--- src/rtl/expendedora_pkg.sv ---
// Shared vending-machine definitions: dispenser state encoding, drink
// indices and the request priority resolver. Also used by the selling FSM.
package expendedora_pkg;

    typedef enum logic [1:0] {
        IDLE     = 2'd0,
        DISPENSE = 2'd1,
        GAP      = 2'd2
    } disp_state_t;

    localparam int NUM_DRINKS = 3;
    localparam int DRINK_1    = 0;
    localparam int DRINK_2    = 1;
    localparam int DRINK_3    = 2;

    // Reduce a multi-hot drink select to one-hot, lowest bit wins.
    function automatic logic [NUM_DRINKS-1:0] pick_drink(input logic [NUM_DRINKS-1:0] sel);
        logic [NUM_DRINKS-1:0] one_hot;
        one_hot = '0;
        if (sel[DRINK_1])      one_hot[DRINK_1] = 1'b1;
        else if (sel[DRINK_2]) one_hot[DRINK_2] = 1'b1;
        else if (sel[DRINK_3]) one_hot[DRINK_3] = 1'b1;
        return one_hot;
    endfunction

endpackage

--- src/rtl/despachador_stock.sv ---
// Per-drink 4-bit stock counters with saturating decrement and reload.
// Only instantiated when DESPACHADOR_STOCK_EN is defined.
module despachador_stock
    import expendedora_pkg::*;
#(
    parameter logic [3:0] STOCK_INIT = 4'd9
) (
    input  logic                  clk,
    input  logic                  rst,
    input  logic [NUM_DRINKS-1:0] dec,
    input  logic                  reload,
    output logic [NUM_DRINKS-1:0] empty
);

    genvar i;
    generate
        for (i = 0; i < NUM_DRINKS; i++) begin : g_drink
            logic [3:0] stock;

            // Reload takes precedence; decrement holds at zero.
            always_ff @(posedge clk or posedge rst) begin
                if (rst)
                    stock <= STOCK_INIT;
                else if (reload)
                    stock <= STOCK_INIT;
                else if (dec[i] && (stock != 4'd0))
                    stock <= stock - 4'd1;
            end

            assign empty[i] = (stock == 4'd0);
        end
    endgenerate

endmodule

--- src/rtl/despachador_bebidas.sv ---
// Drink dispenser: accepts one request at a time, drives the selected motor
// for DISPENSE_CYCLES, then idles GAP_CYCLES before accepting again.
// Optional stock tracking is built when DESPACHADOR_STOCK_EN is defined.
module despachador_bebidas
    import expendedora_pkg::*;
#(
    parameter int         DISPENSE_CYCLES = 50_000_000,
    parameter int         GAP_CYCLES      = 25_000_000,
    parameter logic [3:0] STOCK_INIT      = 4'd9
) (
    input  logic       clk,
    input  logic       btnC,
    input  logic       req_valid,
    input  logic [2:0] req_drink,
    input  logic       restock,
    output logic       ready,
    output logic [2:0] motor,
    output logic       done,
    output logic       reject,
    output logic [2:0] empty
);

    localparam int MAX_CYCLES = (DISPENSE_CYCLES > GAP_CYCLES) ? DISPENSE_CYCLES : GAP_CYCLES;
    localparam int CNT_W      = $clog2(MAX_CYCLES + 1);
    localparam logic [CNT_W-1:0] DISP_LAST = CNT_W'(DISPENSE_CYCLES - 1);
    localparam logic [CNT_W-1:0] GAP_LAST  = CNT_W'(GAP_CYCLES - 1);

    disp_state_t      state;
    logic [CNT_W-1:0] cnt;
    logic [2:0]       drink;
    logic [2:0]       pick;
    logic             want;
    logic             sel_empty;
    logic             accept;

    assign pick      = pick_drink(req_drink);
    assign want      = req_valid && (req_drink != 3'b000);
    assign sel_empty = |(pick & empty);
    assign accept    = want && (state == IDLE) && !sel_empty;
    // Combinational so the pulse lines up with the offending request;
    // gated by reset so it reads 0 while btnC is held.
    assign reject    = !btnC && want && ((state != IDLE) || sel_empty);

    // Dispense sequencer; counter counts down to 0 and is reloaded, never wraps.
    always_ff @(posedge clk or posedge btnC) begin
        if (btnC) begin
            state <= IDLE;
            cnt   <= '0;
            drink <= 3'b000;
            motor <= 3'b000;
            done  <= 1'b0;
            ready <= 1'b1;
        end else begin
            done <= 1'b0;
            case (state)
                IDLE: begin
                    if (accept) begin
                        state <= DISPENSE;
                        cnt   <= DISP_LAST;
                        drink <= pick;
                        motor <= pick;
                        ready <= 1'b0;
                        done  <= (DISPENSE_CYCLES == 1);
                    end
                end
                DISPENSE: begin
                    if (cnt == '0) begin
                        state <= GAP;
                        cnt   <= GAP_LAST;
                        motor <= 3'b000;
                    end else begin
                        cnt  <= cnt - 1'b1;
                        done <= (cnt == CNT_W'(1));
                    end
                end
                GAP: begin
                    if (cnt == '0) begin
                        state <= IDLE;
                        ready <= 1'b1;
                    end else begin
                        cnt <= cnt - 1'b1;
                    end
                end
                default: begin
                    state <= IDLE;
                    cnt   <= '0;
                    motor <= 3'b000;
                    ready <= 1'b1;
                end
            endcase
        end
    end

`ifdef DESPACHADOR_STOCK_EN
    logic [2:0] dec;
    logic       reload;

    // done is high during the last motor cycle, so the decrement lands as the item completes.
    assign dec    = done ? drink : 3'b000;
    assign reload = restock && (state == IDLE);

    despachador_stock #(
        .STOCK_INIT (STOCK_INIT)
    ) u_stock (
        .clk    (clk),
        .rst    (btnC),
        .dec    (dec),
        .reload (reload),
        .empty  (empty)
    );
`else
    logic unused_restock;
    assign unused_restock = restock;
    assign empty          = 3'b000;
`endif

endmodule

--- config.mk ---
export PLATFORM = sky130hd
export DESIGN_NAME = despachador_bebidas
export DESIGN_NICKNAME = d
export VERILOG_FILES = /design/src/rtl/expendedora_pkg.sv /design/src/rtl/despachador_stock.sv /design/src/rtl/despachador_bebidas.sv
export SDC_FILE = /design/constraint.sdc
export NUM_CORES = 1
export LEC_CHECK = 0
export BUFFER_PORTS_ARGS = -buffer_cell sky130_fd_sc_hd__buf_2
export CORE_MARGIN = 2
export CORE_UTILIZATION = 30
export CTS_BUF_LIST = sky130_fd_sc_hd__clkbuf_8
export CTS_CLUSTER_DIAMETER = 100
export DETAILED_ROUTE_END_ITERATION = 7
export PLACE_DENSITY_LB_ADDON = 0.05
export SYNTH_ARGS = -nofsm -noshare
export SYNTH_HDL_FRONTEND = slang
export SYNTH_SLANG_ARGS = --single-unit
--- constraint.sdc ---
create_clock -name clk -period 3.2 [get_ports clk]
set_clock_uncertainty 0.15 [all_clocks]
set_input_delay 0.48 -clock clk [delete_from_list [all_inputs] [get_ports clk]]
set_output_delay 0.48 -clock clk [all_outputs]
set_load 0.05 [all_outputs]
==> results of run 1 <==
## Yosys cell counts, drive strengths merged, types with 2 or more instances
cell,instances,area (um2)
nor4,10,68.81
nand2,7,33.78
o211a,11,110.1
nor3,15,75.07
and4,2,17.52
buf,8,58.80
a22oi,2,15.01
and3,5,31.28
o41ai,2,17.52
nor3b,2,15.01
ha,2,25.02
o22ai,13,81.33
dfrtp,32,800.8
or4,8,63.81
a32o,2,20.02
a31oi,3,18.77
a21oi,19,95.09
o21bai,4,30.03
and2,5,31.28
inv,9,33.78
o2bb2ai,2,17.52
clkbuf,11,41.29
nor2,27,108.9
nand3b,2,15.01
or3,4,25.02
nand3,6,30.03
a21boi,2,15.02
mux2i,4,40.04
o21ai,16,91.34
or2,4,25.02
## worst register-to-register path, delay by kind of cell, from the launching register on
kind	cells	cell delay (ns)
simple gates	3	1.62
compound gates	2	0.60
flops	1	0.43
## logic make-up (layout without fill, tap and decap cells)
logic type               Yosys count  count (layout)  synth area share (%)
buffers and inverters             28              41                 6.079
multiplexers                       5               5                 2.330
other                              1               3                0.1703
adder cells (fa/ha/maj)            2               2                 1.136
flip-flops                        33              33                 37.56
AO/OA/AOI/OAI                     86              86                 27.10
AND/OR/NAND/NOR                  100             100                 25.62
## registers in the layout, indices dropped and copies added, names as in the netlist
signal,cells
ready,1
cnt,26
motor,3
state,2
done,1
## per-layer routing
layer / track usage (%) / part of all wire, % / vias up
met3: 2.742 / 3.9 / 8
met2: 27.74 / 45 / 39
met5: 0 / 0 / -
met1: 24.75 / 50 / 970
met4: 4.342 / 1.1 / 0
li1: - / - / 997
## power by group
group / total [uW] / switching [uW] / internal, uW / leakage (uW)
Clock: 305 / 160 / 145 / 0.0000519
Combinational: 358 / 200 / 158 / 0.000542
Sequential: 629 / 125 / 504 / 0.000373
## worst paths after layout
check / from / to / slack (ns) / cells after the start
setup / recovery: cnt[8] / cnt[21] / 0.28 / 5
hold / removal: btnC / cnt[15] / 0.09 / 2
setup reg to reg: cnt[8] / cnt[21] / 0.28 / 5
hold reg to reg: motor[0] / motor[0] / 0.34 / 1
max in group asynchronous: btnC / cnt[21] / 2.08 / 3
min in group clk: req_drink[0] / motor[1] / 0.28 / 2
## stage by stage
| step | hold WS (ns) | util (%) | instance area [um2] |
|---|---|---|---|
| floorplan | 0.3377 | - | 2210 |
| global placement | 0.3235 | 33.25 | 2386 |
| detailed placement | 0.3267 | 33.25 | 2386 |
| CTS | 0.1212 | 34.37 | 2466 |
| global route | 0.1607 | 34.37 | 2466 |
| finish | 0.09378 | 34.37 | 2466 |
## final cells by class
class,count,area (um2),share of cell area (%)
sequential,33,827.0,33.54
timing repair buffer,24,152.6,6.190
clock buffer,5,68.82,2.790
tap,99,123.9,5.023
inverter,9,33.78,1.370
clock inverter,3,11.26,0.4566
multi-input combinational,196,1249,50.63
==> results.json, run 1 <==
{
  "cts_root_buffer": "clkbuf_8",
  "fin_ws_ns": 0.2823,
  "route.detailed.drc": 0,
  "cts.clk_slew.worst_paths_ns": 0.07,
  "final-max-slew-violation-count": 0,
  "cpMostUsedCell": "or4_1",
  "drt-total-wl_mm": 6.518,
  "cts_resized": 0,
  "vias_per_cell": 5.458,
  "preCtsSetupSlack_ns": 0.2799,
  "crit_arrival_ns": 2.94,
  "start_util_pct": 30.69,
  "cts_inserted_buffers": 5,
  "cp-end-kind": "flip-flop",
  "syn_to_final_growth_pct": 11.99,
  "path_cells": "or4_1, or4_1, o21ai_4, nand2_4, o211a_1",
  "cts_setup_buffers": 0,
  "core_area_um2": 7176,
  "synth_cell_types": 56,
  "start_kind": "flip-flop",
  "slew-limit-headroom_pct": 41.76,
  "cpMaxStageDelayCell": "or4_1",
  "fmax_ghz": 0.3427,
  "cts_tree": "done",
  "antenna_cells": 0,
  "setup-violations-final": 0,
  "ant_nets": 0,
  "groute.usage.overall_pct": 17.45,
  "grt_pass1_wl_mm": 10.59,
  "fin_crit_ns": 2.918,
  "gp_congestion": 0.7920,
  "crit_buf_inv": 0,
  "antenna_found_initial": 0,
  "ctsHoldBuffers": 0,
  "rows": 31,
  "most-common-layout-cells": "dfrtp_1, nor2_1, a21oi_1",
  "synth_cells": 255,
  "p_leak_uw": 0.0009664,
  "nets": 278,
  "crit_fanout": 14,
  "place_inst": 361,
  "post_synth_instance_area_um2": 2202,
  "clk_path_buf_depth": 2,
  "rsz0062_at_grt": "no",
  "dieWidth_um": 89.68,
  "synth_edf_count": 0,
  "num-fill-cells": 781,
  "ios": 16,
  "synth_seq_area_share_pct": 37.56,
  "required_ns": 3.22,
  "status": "finished clean",
  "hold_viol": 0,
  "worstMarginPinSlew_ns": 0.8736,
  "clock_sinks": 33,
  "port_buffers": 11,
  "min_path_type": "primary input to async pin",
  "fin_tns_setup_ns": 0,
  "grt_start_max_net_pins": 23,
  "synth.avg_cell_area_um2": 8.636,
  "yosys_warnings": 0,
  "path_class": "flip-flop to flip-flop",
  "die_h_um": 89.68,
  "path_delay_family": "simple AND/OR/NAND/NOR gates",
  "stdcell_count": 369,
  "cap_violations": 0,
  "total_power_uw": 1292,
  "min_period_over_period_pct": 91.18,
  "cp_slowest_stage_delay_ns": 0.75,
  "ys_seq_elements": 33,
  "clk_latency_ns": 0.29,
  "grt_pass1_vias": 1935,
  "dp_hpwl_mm": 4.570,
  "die_area_um2": 8042,
  "grt.overflow.total": 0,
  "firstDrtPassIters": 4,
  "async_flop_share_pct": 100.0,
  "htree_levels": 2,
  "ir_drop_mv": 0.1920,
  "synth_ff_type": "dfrtp_1",
  "drive_gt1_share_pct": 15.19,
  "layout_commonest_cell": "dfrtp_1",
  "vias": 2014,
  "powerDensity_nw_per_um2": 523.9,
  "drt_iter0_drc": 73,
  "wl_per_cell_um": 17.66
}
Note: power is estimated with default switching activity, not from simulation.
==> run 2, diff against run 1 <==
- RECOVER_POWER: unset -> 100
- REMOVE_ABC_BUFFERS: unset -> 1
==> results.json, run 2 (synthesized netlist as in run 1, its figures left out) <==
{
  "cts_resized": 0,
  "port_buffers": 11,
  "hold_viol": 0,
  "vias": 2032,
  "crit_arrival_ns": 2.94,
  "r2r-start": "cnt[19]",
  "cp-end-kind": "flip-flop",
  "ant_nets": 0,
  "slew-limit-headroom_pct": 35.35,
  "route.detailed.drc": 0,
  "cts.clk_slew.worst_paths_ns": 0.08,
  "fmax_ghz": 0.3445,
  "vias_per_cell": 5.462,
  "ctsHoldBuffers": 0,
  "holdWs_ns": 0.1791,
  "min_path_type": "primary input to async pin",
  "setup-violations-final": 0,
  "p_leak_uw": 0.0009510,
  "path_class": "flip-flop to flip-flop",
  "min_period_over_period_pct": 90.72,
  "syn_to_final_growth_pct": 13.07,
  "clk_latency_ns": 0.29,
  "clk_path_buf_depth": 2,
  "cap_violations": 0,
  "die_h_um": 89.68,
  "cts_root_buffer": "clkbuf_8",
  "fin_tns_setup_ns": 0,
  "layout_commonest_cell": "dfrtp_1",
  "fin_crit_ns": 2.903,
  "die_area_um2": 8042,
  "nets": 281,
  "cts_inserted_buffers": 5,
  "grt_start_max_net_pins": 19,
  "htree_levels": 2,
  "ir_drop_mv": 0.2323,
  "cts_setup_buffers": 0,
  "drt-total-wl_mm": 6.524,
  "powerDensity_nw_per_um2": 564.0,
  "gp_congestion": 0.7700,
  "rows": 31,
  "antenna_found_initial": 0,
  "drt_iter0_drc": 97,
  "groute.usage.overall_pct": 17.64,
  "largestRegisters": "cnt: 26 flops, motor: 3 flops, state: 2 flops",
  "ios": 16,
  "firstDrtPassIters": 4,
  "wl_per_cell_um": 17.54,
  "most-common-layout-cells": "dfrtp_1, nor2_1, a21oi_1",
  "start_kind": "flip-flop",
  "worstMarginPinSlew_ns": 0.9698,
  "crit_fanout": 14,
  "start_util_pct": 30.69,
  "grt.overflow.total": 0,
  "largest-register": "cnt",
  "clock_sinks": 33,
  "drive_gt1_share_pct": 12.45,
  "antenna_cells": 0,
  "num-fill-cells": 778,
  "largest_register_ffs": 26,
  "grt_pass1_wl_mm": 10.56,
  "dp_hpwl_mm": 4.622,
  "cts_tree": "done",
  "final-max-slew-violation-count": 0,
  "status": "finished clean",
  "grt_pass1_vias": 1876,
  "crit_start": "cnt[19]",
  "dieWidth_um": 89.68,
  "required_ns": 3.23,
  "utilization_pct": 34.70,
  "rsz0062_at_grt": "no",
  "core_area_um2": 7176
}
run 2: cell types whose count changed in the layout (fill, tap and decap cells not counted), sizes merged:
cell and change:
clkbuf +12, buf -8, inv -2, bufinv +1
run 2: layout make-up:
cell class / count / area [um2] / share of cell area (%)
Multi-Input combinational cell: 196 / 1239 / 49.75
Sequential cell: 33 / 827.0 / 33.22
Timing Repair Buffer: 27 / 150.1 / 6.030
Tap cell: 99 / 123.9 / 4.975
Clock buffer: 6 / 82.58 / 3.317
Clock inverter: 2 / 33.78 / 1.357
Inverter: 9 / 33.78 / 1.357
run 2: critical path, cell delays in order (launching register included):
cell,delay (ns)
dfrtp_1,0.45
or4_1,0.58
or4_1,0.76
o21ai_4,0.41
nand2_4,0.20
o211a_1,0.24
run 2: stage by stage:
stage               total power, uW  instance area [um2]  worst slack, ns  cells
global placement              994.7                 2409           0.3418    364
CTS                            1427                 2525           0.3278    372
finish                         1404                 2490           0.2969    372
floorplan                     880.8                 2110           0.3509    238
detailed placement            997.8                 2409           0.3401    364
global route                   1496                 2490           0.1354    372
run 2: routing by layer:
metal / up-vias / global-route usage (%) / share of wire (%)
met4: 0 / 4.885 / 1.2
met1: 996 / 25.60 / 51
met3: 5 / 3.016 / 3.4
met2: 34 / 26.94 / 45
met5: - / 0 / 0
li1: 997 / - / -
run 2: worst paths after layout:
path                            slack (ns)       end  cells after the start
worst max-delay path                  0.30   cnt[14]                      5
worst min-delay path                  0.18  motor[2]                      2
worst max register to register        0.30   cnt[14]                      5
worst min register to register        0.37  motor[1]                      2
max in group asynchronous             1.39    cnt[0]                      3
min in group clk                      0.27  motor[1]                      2
run 2: report_power, final:
part / total [uW] / switching, uW / internal [uW]
Clock: 420 / 169 / 251
Sequential: 631 / 127 / 504
Combinational: 353 / 199 / 154
Total: 1400 / 495 / 909
==> run 3, diff against run 2 <==
- CORE_UTILIZATION: 30 -> 35
- TNS_END_PERCENT: unset -> 30
==> results.json, run 3 (synthesized netlist as in run 1, its figures left out) <==
{
  "status": "finished with violations",
  "violations": "capacitance limit, slew limit",
  "grt_util_met3_pct": 2.982,
  "final_cell_area_um2": 2424,
  "fmax_ghz": 0.3432,
  "cts_setup_buffers": 0,
  "cts.clk_slew.worst_paths_ns": 0.07,
  "port_buffers": 11,
  "cap_violations": 1,
  "grt_pass1_vias": 1929,
  "groute.usage.overall_pct": 17.51,
  "most-common-layout-cells": "dfrtp_1, nor2_1, a21oi_1",
  "core_area_um2": 5991,
  "powerDensity_nw_per_um2": 539.8,
  "grt_start_max_net_pins": 34,
  "grt_pass1_wl_mm": 9.825,
  "worstMarginPinSlew_ns": 1.881,
  "fin_crit_ns": 2.914,
  "wl_per_cell_um": 17.20,
  "p_leak_uw": 0.0009279,
  "drt_iter0_drc": 88,
  "use_met2_pct": 28.23,
  "drive_gt1_share_pct": 12.27,
  "ant_nets": 0,
  "dieWidth_um": 83.32,
  "largestRegisters": "cnt: 26 flops, motor: 3 flops, state: 2 flops",
  "largest_register_ffs": 26,
  "cts_resized": 0,
  "r2r-start": "cnt[8]",
  "start_kind": "flip-flop",
  "final-max-slew-violation-count": 34,
  "ios": 16,
  "utilization_pct": 40.46,
  "slew-limit-headroom_pct": -25.42,
  "hold_viol": 0,
  "place_inst": 337,
  "layout_commonest_cell": "dfrtp_1",
  "drt-total-wl_mm": 5.917,
  "rsz0062_at_grt": "no",
  "fin_tns_setup_ns": 0,
  "vias": 2017,
  "placed_area_um2": 2356,
  "die_h_um": 83.32,
  "htree_levels": 2,
  "holdWs_ns": 0.2811,
  "min_period_over_period_pct": 91.05,
  "grt.overflow.total": 0,
  "crit_fanout": 14,
  "path_class": "flip-flop to flip-flop",
  "rows": 28,
  "hp-start": "req_drink[0]",
  "nets": 278,
  "cp-end-kind": "flip-flop",
  "cts_tree": "done",
  "antenna_found_initial": 0,
  "crit_arrival_ns": 2.94,
  "ctsHoldBuffers": 0,
  "min_path_type": "primary input to flip-flop",
  "crit_start": "cnt[8]",
  "dp_hpwl_mm": 4.133,
  "clk_latency_ns": 0.29,
  "setup-violations-final": 0,
  "clk_path_buf_depth": 2,
  "cts_root_buffer": "clkbuf_8",
  "antenna_cells": 0,
  "start_util_pct": 36.76,
  "largest-register": "cnt",
  "clock_sinks": 33,
  "route.detailed.drc": 0,
  "firstDrtPassIters": 4,
  "ir_drop_mv": 0.2585,
  "die_area_um2": 6942,
  "cts_inserted_buffers": 5,
  "syn_to_final_growth_pct": 10.06,
  "vias_per_cell": 5.863,
  "stdcell_count": 344,
  "busiest_layer": "met2",
  "gp_congestion": 0.8849,
  "required_ns": 3.23,
  "grtUsageMet1_pct": 23.97
}
-- run 3: per-stage QoR --
step	total power (uW)	setup slack, ns
3_5_place_dp	991.4	0.2978
2_1_floorplan	880.8	0.3509
3_3_place_gp	984.9	0.2611
6_report	1308	0.2865
4_1_cts	1321	0.2998
5_1_grt	1399	0.1069
-- run 3: final timing paths --
path,to,slack [ns],cells past startpoint
worst min register to register,motor[2],0.34,1
worst max-delay path,cnt[21],0.29,5
worst min-delay path,motor[1],0.28,2
max in group asynchronous,cnt[10],1.10,3
min in group asynchronous,cnt[15],0.72,3
worst max register to register,cnt[21],0.29,5
-- run 3: worst max-delay path, stage by stage (launching register included) --
cell     delay [ns]
dfrtp_1        0.43
or4_1          0.68
or4_1          0.76
o21ai_4        0.34
nand2_4        0.18
o211a_1        0.27
-- run 3: area by class of cell --
class / count / area [um2]
clock buffers: 6 / 82.58
inverters: 9 / 33.78
repair buffers: 24 / 133.9
fillers: 607 / 3567
well taps: 75 / 93.84
multi-input cells: 196 / 1249
clock inverters: 1 / 3.754
flip-flops and latches: 33 / 827.0
-- run 3: layer usage --
layer | share of wire (%) | vias to the layer above
li1 | - | 1001
met1 | 49 | 971
met2 | 46 | 41
met3 | 4.0 | 4
met4 | 0.81 | 0
met5 | 0 | -
-- run 3: power breakdown --
part / internal, uW / switching [uW] / total [uW]
clock network: 168 / 161 / 328
registers: 505 / 115 / 620
logic: 154 / 206 / 360
total: 826 / 482 / 1310
